File: src/rtl/approx_eight_bit_seq_divider.sv
// ---------------------------------------------------------------------------
// approx_eight_bit_seq_divider
//
// Sequential unsigned restoring divider, DW_DIVIDEND-bit dividend by
// DW_DIVISOR-bit divisor. It is the inverse of the 8x8 multiplier datapath:
// feeding a product back in with one operand recovers the other operand.
// The divider produces one quotient bit per clock. Both the operand side and
// the result side use a valid/ready handshake.
//
// Optional feature macro: APPROX_DIV_ERR_EN
//   defined   -> adds the div_err output, which flags a zero divisor.
//   undefined -> there is no div_err port. A zero divisor still returns
//                all-ones / dividend[7:0].
//
// Ports
//   clk        in   rising-edge clock
//   rst_n      in   synchronous active-low reset
//   in_valid   in   operands valid
//   in_ready   out  block can accept operands (IDLE only)
//   dividend   in   numerator
//   divisor    in   denominator
//   out_valid  out  result valid (DONE only)
//   out_ready  in   downstream accepts result
//   quotient   out  floor(dividend/divisor), 16'hFFFF on divide-by-zero
//   remainder  out  dividend mod divisor, dividend[7:0] on divide-by-zero
//   div_err    out  divide-by-zero flag (APPROX_DIV_ERR_EN only)
//
// Latency: if in_valid is presented after edge N and accepted at edge N+1,
// out_valid rises after edge N+17. For a zero divisor it rises after N+1.
// CNT_W must satisfy 2**CNT_W > DW_DIVIDEND.
// ---------------------------------------------------------------------------
module approx_eight_bit_seq_divider #(
    parameter int DW_DIVIDEND = 16,
    parameter int DW_DIVISOR  = 8,
    parameter int CNT_W       = 5
) (
    input  logic                   clk,
    input  logic                   rst_n,
    input  logic                   in_valid,
    output logic                   in_ready,
    input  logic [DW_DIVIDEND-1:0] dividend,
    input  logic [DW_DIVISOR-1:0]  divisor,
    output logic                   out_valid,
    input  logic                   out_ready,
    output logic [DW_DIVIDEND-1:0] quotient,
    output logic [DW_DIVISOR-1:0]  remainder
`ifdef APPROX_DIV_ERR_EN
    ,
    output logic                   div_err
`endif
);

    typedef enum logic [1:0] {
        IDLE = 2'd0,
        CALC = 2'd1,
        DONE = 2'd2
    } state_t;

    state_t state, state_nxt;

    // Working registers. R is one bit wider than the divisor, so the
    // shifted partial remainder can be compared against any divisor up to
    // 2**DW_DIVISOR-1 without overflow.
    logic [DW_DIVIDEND-1:0] q_reg;
    logic [DW_DIVISOR:0]    r_reg;
    logic [DW_DIVISOR-1:0]  d_reg;
    logic [CNT_W-1:0]       count;

    // One restoring step.
    logic [DW_DIVISOR+1:0]  r_wide;
    logic                   r_ge;
    logic [DW_DIVISOR:0]    r_next;
    logic [DW_DIVIDEND-1:0] q_next;
    logic                   last_step;
    logic                   accept;
    logic                   zero_div;

    always_comb begin
        r_wide    = {r_reg, q_reg[DW_DIVIDEND-1]};
        r_ge      = (r_wide >= {2'b00, d_reg});
        r_next    = (DW_DIVISOR+1)'(r_ge ? (r_wide - {2'b00, d_reg}) : r_wide);
        q_next    = {q_reg[DW_DIVIDEND-2:0], r_ge};
        last_step = (count == CNT_W'(DW_DIVIDEND - 1));
        accept    = (state == IDLE) && in_valid;
        zero_div  = (divisor == '0);
    end

    // ------------------------------------------------------------------
    // FSM
    // ------------------------------------------------------------------
    always_ff @(posedge clk) begin
        if (!rst_n) state <= IDLE;
        else        state <= state_nxt;
    end

    always_comb begin
        state_nxt = state;
        in_ready  = 1'b0;
        out_valid = 1'b0;
        case (state)
            IDLE: begin
                in_ready = 1'b1;
                if (in_valid) state_nxt = zero_div ? DONE : CALC;
            end
            CALC: begin
                if (last_step) state_nxt = DONE;
            end
            DONE: begin
                out_valid = 1'b1;
                if (out_ready) state_nxt = IDLE;
            end
            default: state_nxt = IDLE;
        endcase
    end

    // ------------------------------------------------------------------
    // Datapath
    // ------------------------------------------------------------------
    always_ff @(posedge clk) begin
        if (!rst_n) begin
            q_reg     <= '0;
            r_reg     <= '0;
            d_reg     <= '0;
            count     <= '0;
            quotient  <= '0;
            remainder <= '0;
        end else begin
            if (accept) begin
                q_reg <= dividend;
                r_reg <= '0;
                d_reg <= divisor;
                count <= '0;
                // A zero divisor skips CALC, so its result is loaded here.
                if (zero_div) begin
                    quotient  <= '1;
                    remainder <= dividend[DW_DIVISOR-1:0];
                end
            end else if (state == CALC) begin
                q_reg <= q_next;
                r_reg <= r_next;
                count <= count + 1'b1;
                // Load the outputs only when the final bit is produced. They
                // then hold through DONE and after the handshake.
                if (last_step) begin
                    quotient  <= q_next;
                    remainder <= DW_DIVISOR'(r_next);
                end
            end
        end
    end

`ifdef APPROX_DIV_ERR_EN
    always_ff @(posedge clk) begin
        if (!rst_n)
            div_err <= 1'b0;
        else if (accept)
            div_err <= zero_div;
        else if ((state == DONE) && out_ready)
            div_err <= 1'b0;
    end
`endif

endmodule

File: config.mk
export PLATFORM = sky130hd
export DESIGN_NAME = approx_eight_bit_seq_divider
export DESIGN_NICKNAME = d
export VERILOG_FILES = /design/src/rtl/approx_eight_bit_seq_divider.sv
export SDC_FILE = /design/constraint.sdc
export NUM_CORES = 1
export LEC_CHECK = 0
export ABC_AREA = 1
export CAP_MARGIN = 20
export CORE_UTILIZATION = 48
export DETAILED_ROUTE_END_ITERATION = 7
export GPL_TIMING_DRIVEN = 0
export PLACE_DENSITY = 0.76
export SYNTH_ARGS = -nofsm -noshare
export SYNTH_HDL_FRONTEND = slang
export SYNTH_SLANG_ARGS = --single-unit
File: constraint.sdc
create_clock -name clk -period 1.98 [get_ports clk]
set_input_delay 0.396 -clock clk [delete_from_list [all_inputs] [get_ports clk]]
set_output_delay 0.396 -clock clk [all_outputs]
set_load 0.05 [all_outputs]
==> results.md <==
Timing:
- The final max-slew violation count is 0.
- The number of hold-slack violations in the final timing report is 0.
- At the pin with the least slew margin, the transition time is between 600 and 700 ps.
- The maximum frequency from static timing analysis is roughly 520 MHz.
- Counting I/O delays and the setup requirement, the final critical path takes 1920 ps.
- Clock skew on the completed layout was measured at about 5.4 ps.
- Measured against its own limit, the worst slew margin works out to 0.569.
- The tightest hold path in the finished design has a slack of about 400 ps.
- The share of the clock period used by the worst path after layout is 0.971.
- The final-layout setup total negative slack is 0 ps.
- Setup violations remaining at the end of the flow were counted as 0.

Synthesis:
- Yosys printed 0 warnings.
- The synthesized netlist net count is 500.
- Yosys attributes the largest share of cell area to dfxtp_1 (38%), nand2_1 (10%), inv_1 (8.8%).
- The most instantiated flip-flop cell in the synthesis netlist is dfxtp_1.
- Of the synthesized area, sequential elements account for 0.381.
- The number of enable-type register cells in the synthesized netlist is 0.
- After synthesis, the netlist uses 30 different library cells.
- The combined area of all synthesized cells is 0.00336 mm^2.
- The top-area cell type share of the netlist area is 0.381.
- After synthesis, the share of flip-flops with an asynchronous set or reset is 0.
- The flop and latch count out of synthesis is 64.
- Each instance of the synthesized netlist takes up on average 7.29 um^2.
- The post-synthesis instance total is 461.
- The synthesized design spends more area on one cell type than any other, namely dfxtp_1.

Detailed routing:
- The final wirelength is 8570 um.
- The detailed router finished its first iteration with between 200 and 250 violations.
- For this block, wires on met1 add up to 3900 um.
- The length of the first detailed-routing pass in iterations is 5.
- Detailed routing placed a total of about 4000 um of wire on met2.
- In the routed layout, each cell is associated on average with a via count of approximately 5.3.
- Dividing the detail-routed wire length by the instance count gives ~14 um.
- For this run, design rule violations remaining after detail routing come to 0.
- The detailed router placed between 3000 and 4000 vias in this run.
- The detail route stage leaves a number of antenna-violating nets equal to 0.
- In this run the top signal layer used is met4.
- The routed length on met3 is 578 um.

Final layout:
- After routing the design area is 0.00444 mm^2.
- The number of antenna diodes in the final layout is 0.
- The layout overhead on the synthesized area is 32.1%.
- For this run, the post-layout net count is ~570.
- The fraction of final layout cells sized beyond drive strength 1 is 0.173.

Die:
- For this configuration, the core starts out at a cell density of 0.495.
- The floorplan step defined a die boundary enclosing 0.00734 mm^2.
- The vertical die dimension is about 86 um.
- The number of cell rows is 30.
- The die outline width is 85.7 um.
- After floorplanning, the core was sized to cover just under 0.007 mm^2.
- 54 I/O pins were placed.

Worst setup path:
- The dominant delay contributor by cell family on the critical path is simple AND/OR/NAND/NOR gates.
- The path type of the worst setup path is register to register.
- In this run the worst setup path begins at d_reg[2].
- The category of the worst setup path capture point is a register.
- The data required time of the critical path is 2210 ps.
- The data arrival time of the critical path is 2160 ps.
- The reg-to-reg startpoint is d_reg[2].
- Traced cell by cell, the critical path runs through inv_1, ha_2, nand2_1, nor2_1, nand2_2, nand3_4, clkinv_4, nand2_1, nand2_2, o21ai_1, inv_1.
- The longest individual stage delay on the worst path is 380 ps.
- The maximum fanout encountered on the critical timing path is 6.
- The critical path buffer and inverter count is 3.
- The largest individual stage delay along the critical path comes from the cell ha_2.
- The worst setup path is launched from a register.

Place:
- The area after detailed placement is 0.00400 mm^2.
- The count of buffers inserted at the top-level ports is 52.
- The detailed placement HPWL is 6010 um.
- The final weighted congestion in routability-driven placement is between 0.8 and 0.9.

Power:
- The largest voltage drop on the vdd net is 0.764 mV.
- The analysis attributes to cell leakage a power of 2.01 nW.
- Summed over all nets, the switching power comes to 1.21 mW.
- Of the total power, the share spent switching nets is 0.313.
- The share of total power dissipated in combinational logic is 0.274.
- The overall power of the completed layout is 3.86 mW.
- For this design the ratio of total power to cell area is 870 mW/mm^2.
- Of the total power, registers draw 0.361.
- The share of total power dissipated in the clock network is 0.365.
- The internal power of the cells totals 2.65 mW.

Clock network:
- After clock tree synthesis, the clock-pin slew on the worst setup and hold paths is 70 ps.
- No sink is reached through more buffers than the 2 on the longest clock path.
- For this design, the sink count on the clock tree is 64.
- Clock latency on the worst-skew pair, taken at its later pin, is about 340 ps.
- The clock tree from TritonCTS is done.
- The clock tree synthesis step divided the H-tree into 3 levels.
- Clock tree synthesis inserted a total of 9 buffers.
- The root buffer cell chosen for the clock tree is clkbuf_8.

GRT:
- The final global-route overflow total is 0.
- The pin count of the biggest net entering global routing is 12.
- The aggregate global-route resource usage is 0.236.
- The via count of the first global-routing pass is 2953.
- The global-route wire length before repair is approximately 14000 um.
- The initial antenna violation count is 0.

Outcome:
- The run finished with clean final reports.

Min path:
- The hold path startpoint is rst_n.
- The min-delay analysis places its worst path in the category primary input to register.

Job:
- Across the run, the number of max-cap violations was 0.
## routing by layer
metal  vias up  global-route usage
met3        16              0.0635
li1       1640                   -
met1      1564               0.321
met4         0              0.0409
met5         -                   0
met2       138               0.380
## worst register-to-register path, cell delays in order, from the launching register on
cell and delay, ps:
dfxtp_1 310, inv_1 50, ha_2 380, nand2_1 90
nor2_1 200, nand2_2 160, nand3_4 180, clkinv_4 100
nand2_1 80, nand2_2 70, o21ai_1 130, inv_1 60
## metrics by stage
stage | setup WS [ps] | cells | utilization
global route | -98.6 | 633 | 0.654
global placement | -310 | 609 | 0.589
floorplan | 45.0 | 461 | -
finish | 57.9 | 633 | 0.654
detailed placement | -336 | 609 | 0.589
CTS | 1.23 | 631 | 0.638
## cells in the mapped netlist, types with 5 or more instances
| cell type | instances |
|---|---|
| nand2_1 | 92 |
| inv_1 | 79 |
| dfxtp_1 | 64 |
| a21oi_1 | 38 |
| nand3_1 | 34 |
| nor2_1 | 28 |
| o21ai_0 | 24 |
| o211ai_2 | 15 |
| o21ai_1 | 15 |
| ha_1 | 10 |
| buf_2 | 8 |
| o221ai_1 | 8 |
| inv_2 | 7 |
| clkbuf_1 | 5 |
## logic make-up (layout without fill, tap and decap cells)
group,Yosys count,count (layout),synth area share
flip-flops,64,64,0.381
adder cells (fa/ha/maj),11,11,0.0432
XOR/XNOR,3,3,0.00782
AND/OR/NAND/NOR,165,166,0.218
buffers and inverters,108,183,0.131
AO/OA/AOI/OAI,110,110,0.219
## what timing repair did
item / in CTS / in global routing
pin swaps: 2 / 6
buffers inserted: 5 / 2
setup endpoints to repair: 20 / 35
gates cloned: 1 / 0
gates resized for setup: 11 / 26
hold buffers: 0 / 0
## worst paths after layout
path,cells past startpoint,to,slack (ps)
setup reg to reg,11,r_reg[4],60
hold reg to reg,2,d_reg[2],470
hold / removal,3,state[0],400
setup / recovery,11,r_reg[4],60
## placed cells by master (no fill, tap or decap), types with 3 or more instances in the layout
cell type / instances
clkbuf_1: 5
ha_1: 5
o21ai_1: 14
nor2_1: 26
inv_2: 7
nor2_8: 3
a21oi_1: 37
clkbuf_8: 11
inv_4: 3
o211ai_2: 15
buf_6: 4
nand4_1: 4
nand3_1: 30
inv_1: 77
nand3_2: 4
o21ai_0: 24
buf_1: 4
o221ai_1: 8
buf_2: 7
bufinv_16: 3
ha_2: 3
nand2_1: 89
clkdlybuf4s50_1: 50
a21oi_2: 5
o21ai_2: 5
buf_4: 7
dfxtp_1: 63
## power by group through the flow
stage          sequential (mW)  combinational [mW]  clock, mW
2_1_floorplan             1.41               0.606          0
3_3_place_gp              1.41               0.829          0
3_5_place_dp              1.42               0.842          0
4_1_cts                   1.39               0.945       1.41
5_1_grt                   1.40                1.16       1.47
6_report                  1.39                1.06       1.41
## final cells by class
| class | count | area (um^2) |
|---|---|---|
| flip-flops and latches | 64 | 1280 |
| inverters | 88 | 343 |
| clock buffers | 11 | 151 |
| multi-input cells | 290 | 1760 |
| fillers | 557 | 2350 |
| repair buffers | 59 | 579 |
| clock inverters | 5 | 103 |
| well taps | 96 | 120 |
| plain buffers | 20 | 106 |
Note: power is estimated with default switching activity, not from simulation.
